File: config.mk
export PLATFORM = sky130hd
export DESIGN_NAME = aes_inv_ctrl
export DESIGN_NICKNAME = d
export VERILOG_FILES = /design/src/rtl/aes_pkg.sv /design/src/rtl/aes_inv_ctrl.sv
export SDC_FILE = /design/constraint.sdc
export NUM_CORES = 1
export LEC_CHECK = 0
export BUFFER_PORTS_ARGS = -buffer_cell sky130_fd_sc_hd__clkbuf_2
export CAP_MARGIN = 10
export CORE_AREA = 2 2 39 41
export CTS_CLUSTER_SIZE = 20
export DETAILED_ROUTE_END_ITERATION = 7
export DIE_AREA = 0 0 41 43
export PLACE_DENSITY = 0.8
export SYNTH_ARGS = -nofsm -noshare
export SYNTH_HDL_FRONTEND = slang
export SYNTH_SLANG_ARGS = --single-unit
export TNS_END_PERCENT = 30
File: constraint.sdc
create_clock -name iClk -period 2.2 [get_ports iClk]
set_clock_uncertainty 0.05 [all_clocks]
set_input_delay 0.66 -clock iClk [delete_from_list [all_inputs] [get_ports iClk]]
set_output_delay 0.66 -clock iClk [all_outputs]
set_load 0.05 [all_outputs]
File: src/rtl/aes_pkg.sv
// Shared definitions for the AES round controllers: state encoding, round sizing
// and flag bit positions.
package aes_pkg;

    // Default round count (AES-128) and width of the round-key index.
    localparam int unsigned NrDefault = 10;
    localparam int unsigned RndW      = 4;

    // Bit positions in the controller flag vector, shared with the encrypt side.
    localparam int unsigned FlagKeyExp  = 0;
    localparam int unsigned FlagKeyCap  = 1;
    localparam int unsigned FlagInit    = 2;
    localparam int unsigned FlagMid     = 3;
    localparam int unsigned FlagLst     = 4;
    localparam int unsigned FlagInvStep = 5;
    localparam int unsigned FlagDone    = 6;
    localparam int unsigned FlagW       = 7;

    // Controller states; codes 3'b110 and 3'b111 are unused and recover to StIdle.
    typedef enum logic [2:0] {
        StIdle      = 3'd0,
        StKeyExp    = 3'd1,
        StInitRound = 3'd2,
        StMidRound  = 3'd3,
        StLstRound  = 3'd4,
        StDone      = 3'd5
    } state_e;

endpackage

File: src/rtl/aes_inv_ctrl.sv
// Round controller for the AES inverse cipher. Runs an optional forward key
// expansion to reach the last round key, then walks the rounds back down to key 0.
module aes_inv_ctrl
    import aes_pkg::*;
#(
    parameter int unsigned NR = NrDefault
) (
    input  logic            iClk,
    input  logic            iRsn,
    input  logic            iStAes,
    input  logic            iNewKey,
    output logic            oKeyExpFlag,
    output logic            oKeyCapture,
    output logic            oInitRoundFlag,
    output logic            oMidRoundFlag,
    output logic            oLstRoundFlag,
    output logic            oKeyInvStep,
    output logic [RndW-1:0] oRoundNum,
    output logic            oBusy,
    output logic            oAesDone
);

    localparam logic [RndW-1:0] NrR = RndW'(NR);

    state_e            r_state;
    state_e            w_state_next;
    logic [RndW-1:0]   r_round;
    logic [RndW-1:0]   w_round_next;
    logic              r_lst_key_ok;
    logic [FlagW-1:0]  w_flags;
    logic              w_busy;

    // Next-state selection.
    always_comb begin
        w_state_next = StIdle;
        case (r_state)
            StIdle: begin
                if (!iStAes) begin
                    w_state_next = StIdle;
                end else if (iNewKey || !r_lst_key_ok) begin
                    w_state_next = StKeyExp;
                end else begin
                    w_state_next = StInitRound;
                end
            end
            StKeyExp:    w_state_next = (r_round == NrR) ? StInitRound : StKeyExp;
            StInitRound: w_state_next = StMidRound;
            StMidRound:  w_state_next = (r_round == RndW'(1)) ? StLstRound : StMidRound;
            StLstRound:  w_state_next = StDone;
            StDone:      w_state_next = StIdle;
            default:     w_state_next = StIdle;
        endcase
    end

    // Round index follows the state being entered: load on entry, count while staying.
    always_comb begin
        w_round_next = '0;
        case (w_state_next)
            StKeyExp:    w_round_next = (r_state == StKeyExp) ? r_round + RndW'(1) : RndW'(1);
            StInitRound: w_round_next = NrR;
            StMidRound:  w_round_next = r_round - RndW'(1);
            default:     w_round_next = '0;
        endcase
    end

    // State register.
    always_ff @(posedge iClk or negedge iRsn) begin
        if (!iRsn) begin
            r_state <= StIdle;
        end else begin
            r_state <= w_state_next;
        end
    end

    // Round-key index register.
    always_ff @(posedge iClk or negedge iRsn) begin
        if (!iRsn) begin
            r_round <= '0;
        end else begin
            r_round <= w_round_next;
        end
    end

    // Last-round-key cache: valid once an expansion pass has captured the final key.
    always_ff @(posedge iClk or negedge iRsn) begin
        if (!iRsn) begin
            r_lst_key_ok <= 1'b0;
        end else if (r_state == StKeyExp && r_round == NrR) begin
            r_lst_key_ok <= 1'b1;
        end
    end

    // Moore decode of phase flags and busy from the state register.
    always_comb begin
        w_flags = '0;
        w_busy  = 1'b1;
        case (r_state)
            StIdle: w_busy = 1'b0;
            StKeyExp: begin
                w_flags[FlagKeyExp] = 1'b1;
                w_flags[FlagKeyCap] = (r_round == NrR);
            end
            StInitRound: begin
                w_flags[FlagInit]    = 1'b1;
                w_flags[FlagInvStep] = 1'b1;
            end
            StMidRound: begin
                w_flags[FlagMid]     = 1'b1;
                w_flags[FlagInvStep] = 1'b1;
            end
            StLstRound: w_flags[FlagLst]  = 1'b1;
            StDone:     w_flags[FlagDone] = 1'b1;
            default:    w_busy = 1'b0;
        endcase
    end

    assign oKeyExpFlag    = w_flags[FlagKeyExp];
    assign oKeyCapture    = w_flags[FlagKeyCap];
    assign oInitRoundFlag = w_flags[FlagInit];
    assign oMidRoundFlag  = w_flags[FlagMid];
    assign oLstRoundFlag  = w_flags[FlagLst];
    assign oKeyInvStep    = w_flags[FlagInvStep];
    assign oAesDone       = w_flags[FlagDone];
    assign oBusy          = w_busy;
    assign oRoundNum      = r_round;

endmodule

==> results of run 1 <==
==> critical path, stage by stage, from the launching register on <==
cell	delay [ns]
dfrtp_2	0.44
ha_4	0.16
nand2_4	0.05
nor4_4	0.28
clkbuf_8	0.25
==> per-stage QoR <==
step                      hold slack, ns  instance area [um2]  setup WS, ns   util  setup TNS, ns
after floorplan                    0.314                  618        -0.154      -         -0.206
after global placement             0.420                  706         0.256  0.510              0
after detailed placement           0.446                  706         0.213  0.510              0
after CTS                          0.191                  741       0.00674  0.535              0
after global routing               0.197                  778       -0.0141  0.562        -0.0141
final                              0.189                  778        0.0422  0.562              0
==> logic make-up (layout without fill, tap and decap cells) <==
logic type | count (synthesis) | after routing | share of synthesized area
buffers and inverters | 10 | 28 | 0.0878
AO/OA/AOI/OAI | 14 | 14 | 0.180
flip-flops | 8 | 8 | 0.335
AND/OR/NAND/NOR | 29 | 29 | 0.314
adder cells (fa/ha/maj) | 4 | 4 | 0.0837
==> area by class of cell <==
type / count / share of cell area
multi-input cells: 47 / 0.503
clock buffers: 3 / 0.0289
repair buffers: 19 / 0.150
inverters: 6 / 0.0289
well taps: 16 / 0.0257
flip-flops and latches: 8 / 0.264
==> worst max-delay path by stage <==
stage               cells after the start          end  slack [ns]                   start
CTS                                     2  oKeyExpFlag       0.007    r_state[2]$_DFF_PN0_
detailed placement                      3  oKeyCapture        0.21    r_state[0]$_DFF_PN0_
floorplan                               3  oKeyCapture       -0.15  oRoundNum[1]$_DFF_PN0_
global placement                        3  oKeyCapture        0.26    r_state[0]$_DFF_PN0_
finish                                  4  oKeyCapture        0.04  oRoundNum[1]$_DFF_PN0_
global route                            4  oKeyCapture       -0.01  oRoundNum[1]$_DFF_PN0_
==> state kept, by name, summed over array words and instances, names as in the netlist <==
register and count:
oRoundNum 4, r_lst_key_ok 1, r_state 3
==> timing repair <==
action,CTS,global route
buffers inserted,0,1
pin swaps,0,2
hold buffers,0,0
resized for setup,4,9
endpoints found under the setup margin,2,5
==> routing by layer <==
| layer | up-vias | wire length, um | track usage |
|---|---|---|---|
| met1 | 244 | 621 | 0.247 |
| li1 | 267 | - | - |
| met2 | 13 | 574 | 0.234 |
| met5 | - | 0 | 0 |
| met4 | 0 | 20 | 0.0800 |
| met3 | 3 | 64 | 0.0471 |
==> synth_stat cells (all sizes together) (2+ instances only) <==
| cell | count |
|---|---|
| ha | 4 |
| nor2 | 3 |
| and2 | 4 |
| nor4 | 3 |
| nor3 | 3 |
| nand2b | 3 |
| buf | 3 |
| a21oi | 3 |
| nor3b | 2 |
| inv | 6 |
| and3b | 2 |
| nand2 | 3 |
| o21ai | 3 |
| dfrtp | 8 |
| or2 | 2 |
==> results_dict.tcl, run 1 <==
set metrics [dict create \
    ys_ff_latch 8 \
    dp.cells 95 \
    synth_edf_count 0 \
    layout_commonest_cell "clkbuf_2" \
    die_h_um 43 \
    diodes 0 \
    wl_per_cell_um 12.9 \
    numCtsBuffers 3 \
    ys_seq_area_frac 0.335 \
    hold_class "in -> async" \
    status "completed" \
    critical_path.endpoint_type "output port" \
    gp_congestion 0.768 \
    syn_area_per_cell_um2 9.20 \
    drt-total-wl_um 1280 \
    worst_pin_slew_ns 0.433 \
    fill_cells 125 \
    yosysTopAreaCell "dfrtp_1" \
    synth.area.top_cells "dfrtp_1, ha_1, and2_1, inv_1, nand2b_1" \
    maxCapViolations 0 \
    syn_nets 73 \
    cts-root-buf "clkbuf_4" \
    synth_cells 65 \
    viasPerCell 5.32 \
    drive_gt1_frac 0.446 \
    rsz0062_at_grt "yes" \
    start_util 0.432 \
    syn_to_final_growth_pct 30.1 \
    cts.clk_slew.worst_paths_ns 0.05 \
    instances_no_fill 99 \
    relSlewSlack 0.710 \
    crit_arrival_ns 1.45 \
    grt_use_total 0.173 \
    clock_path_buffers 2 \
    register_area_um2 205 \
    cts_num_sinks 8 \
    hpwlAfterDp_um 972 \
    syn-cell-area_um2 598 \
    worstReg2RegStart "oRoundNum[1]$_DFF_PN0_" \
    worst_r2r_path_depth 6 \
    hold_viol 0 \
    cp_max_fo 7 \
    vias 527 \
    grt.overflow.total 0 \
    grt_pass1_vias 475 \
    drt_first_pass_iters 4 \
    synth.distinct_cells 32 \
    fin_crit_ns 2.16 \
    fp-row-count 14 \
    antenna_found_initial 0 \
    r2r_end "oRoundNum[3]$_DFF_PN0_" \
    core_area_mm2 0.00138 \
    start_kind "flip-flop" \
    clkLatencyLatePin_ns 0.26 \
    rrSetupSlack_ns 0.44 \
    synth_top_area_frac 0.335 \
    portBuffers 15 \
    drc 0 \
    dieArea_mm2 0.00176 \
    fin_crit_sh 0.981 \
    htreeDepth 1 \
    cts_tree "done" \
    ant_nets 0 \
    num_io_pins 16 \
    setup_viol 0 \
    grt_pass1_wl_um 2040 \
    critPathKind "reg -> out" \
    yosysWarnings 0 \
    final_nets 93 \
    drt_iter0_drc 9 \
    ys.flop_type "dfrtp_1" \
    cp.required_ns 1.49 \
    async_reset_ff_frac 1.00 \
    die_x_um 41 \
    slew_viol_final 0 \
    grt_max_degree 13 \
    fmax_mhz 463 \
    multi_input_area_um2 392 \
]
Power of run 1 is left out: the tool's default activity adds up to more than one toggle a clock period on the data nets, which glitch-free logic cannot reach.
==> run 2, diff against run 1 <==
==> constraint.sdc (replaced) <==
create_clock -name iClk -period 2.2 [get_ports iClk]
set_clock_uncertainty 0.05 [all_clocks]
set_input_delay 0.66 -clock iClk [delete_from_list [all_inputs] [get_ports iClk]]
set_output_delay 0.66 -clock iClk [all_outputs]
set_load 0.02 [all_outputs]
==> results_dict.tcl, run 2 (same netlist as run 1, synthesis figures left out) <==
set metrics [dict create \
    vdd_ir_drop_max_v 0.000606 \
    highest_layer "met4" \
    vias 535 \
    final_util 0.534 \
    critPathKind "reg -> out" \
    fin_crit_ns 2.15 \
    clock_path_buffers 2 \
    wl_met3_um 86 \
    cts_num_sinks 8 \
    antenna_found_initial 0 \
    final_cell_mix "clkbuf_2, dfrtp_1, buf_4" \
    gp_congestion 0.845 \
    grt_use_total 0.196 \
    hold_viol 0 \
    numCtsBuffers 3 \
    dieArea_mm2 0.00176 \
    layout_commonest_cell "clkbuf_2" \
    worst_r2r_path_depth 6 \
    worst-path-buf-inv 2 \
    cts.clk_slew.worst_paths_ns 0.05 \
    htreeDepth 1 \
    finalPower_mw 1.22 \
    hold_class "in -> async" \
    final_nets 93 \
    wl_met2_um 663 \
    combPwrFrac 0.633 \
    hpwlAfterDp_um 996 \
    maxCapViolations 0 \
    intPower_mw 0.606 \
    diodes 0 \
    syn_to_final_growth_pct 23.6 \
    setup_viol 0 \
    grt_pass1_wl_um 2240 \
    core_area_mm2 0.00138 \
    largest_reg_flops 4 \
    path_delay_family "flip-flops" \
    cp.required_ns 1.49 \
    crit_arrival_ns 1.44 \
    drt-total-wl_um 1370 \
    fmax_mhz 466 \
    start_kind "flip-flop" \
    cts-root-buf "clkbuf_4" \
    portBuffers 15 \
    grt_max_degree 13 \
    slew_viol_final 0 \
    fill_cells 146 \
    p_seq_frac 0.273 \
    clkLatencyLatePin_ns 0.26 \
    critical_path.endpoint_type "output port" \
    relSlewSlack 0.737 \
    grt_pass1_vias 502 \
    start_util 0.432 \
    cp_slowest_stage_delay_ns 0.38 \
    cp_max_fo 3 \
    register_area_um2 204 \
    p_leak_nw 0.354 \
    p_sw_frac 0.504 \
    grt.overflow.total 0 \
    viasPerCell 5.40 \
    wl_per_cell_um 13.9 \
    powerDensity_mw_per_mm2 1650 \
    die_h_um 43 \
    fp-row-count 14 \
    num_io_pins 16 \
    cts-hold-fix-buffers 0 \
    fin_crit_sh 0.975 \
    drt_first_pass_iters 4 \
    m1WireLength_um 583 \
    cp.depth 5 \
    p_switching_mw 0.616 \
    drive_gt1_frac 0.410 \
    multi_input_area_um2 363 \
    worst_pin_slew_ns 0.394 \
    die_x_um 41 \
    cts_tree "done" \
    drc 0 \
    crit_slowest_cell "dfrtp_1" \
    drt_iter0_drc 11 \
    status "completed" \
    clkPwrFrac 0.094 \
    path_cells "inv_2 -> ha_1 -> nand2_2 -> nor4_4 -> buf_4" \
    ant_nets 0 \
]
run 2: cell count changes in the layout (fill, tap and decap cells not counted), sizes merged:
cell / previous run / this run
clkbuf: 18 / 17
buf: 4 / 5
run 2: metrics by stage:
| step | worst slack [ns] | std cells | hold slack, ns | cell area (um2) | TNS, ns |
|---|---|---|---|---|---|
| floorplan | 0.165 | 65 | 0.314 | 604 | 0 |
| detailed placement | 0.274 | 95 | 0.429 | 692 | 0 |
| finish | 0.0544 | 99 | 0.193 | 739 | 0 |
| CTS | 0.0351 | 98 | 0.194 | 723 | 0 |
| global route | -0.0440 | 99 | 0.201 | 739 | -0.0440 |
| global placement | 0.319 | 95 | 0.420 | 692 | 0 |
run 2: area by class of cell:
cell class,instances,share of cell area
repair buffers,19,0.146
clock buffers,3,0.0305
multi-input cells,47,0.491
inverters,6,0.0305
well taps,16,0.0271
flip-flops and latches,8,0.276
run 2: worst reg2reg max path, delay by kind of cell (launching register included):
kind	cells	cell delay (ns)
flip-flops	1	0.44
AO/OA/AOI/OAI	2	0.64
AND/OR/NAND/NOR	2	0.31
adder cells (fa/ha/maj)	1	0.14
buffers and inverters	1	0.10
run 2: worst paths after layout:
check	slack, ns	endpoint	from
min	0.19	oRoundNum[2]$_DFF_PN0_	iRsn
max reg2reg	0.45	oRoundNum[1]$_DFF_PN0_	oRoundNum[1]$_DFF_PN0_
max	0.05	oKeyCapture	oRoundNum[0]$_DFF_PN0_
min reg2reg	0.44	r_lst_key_ok$_DFFE_PN0P_	r_lst_key_ok$_DFFE_PN0P_
max in group asynchronous	1.70	oRoundNum[1]$_DFF_PN0_	iRsn
min in group iClk	0.44	r_lst_key_ok$_DFFE_PN0P_	r_lst_key_ok$_DFFE_PN0P_
run 2: layer usage:
metal	track usage	vias up
met5	0	-
met4	0.140	0
met3	0.0681	4
met2	0.250	15
met1	0.263	251
li1	-	265
run 2: power groups by stage:
stage	sequential, mW	combinational, mW	clock, mW
floorplan	0.329	0.550	0
global placement	0.315	0.730	0
global route	0.348	0.867	0.129
detailed placement	0.322	0.752	0
CTS	0.323	0.760	0.120
finish	0.334	0.774	0.115
run 2: what timing repair did:
| action | in CTS | in global routing |
|---|---|---|
| endpoints found under the setup margin | 1 | 2 |
| buffers inserted | 0 | 1 |
| pin swaps | 0 | 1 |
| resized for setup | 1 | 7 |
Note: power is estimated with default switching activity, not from simulation.
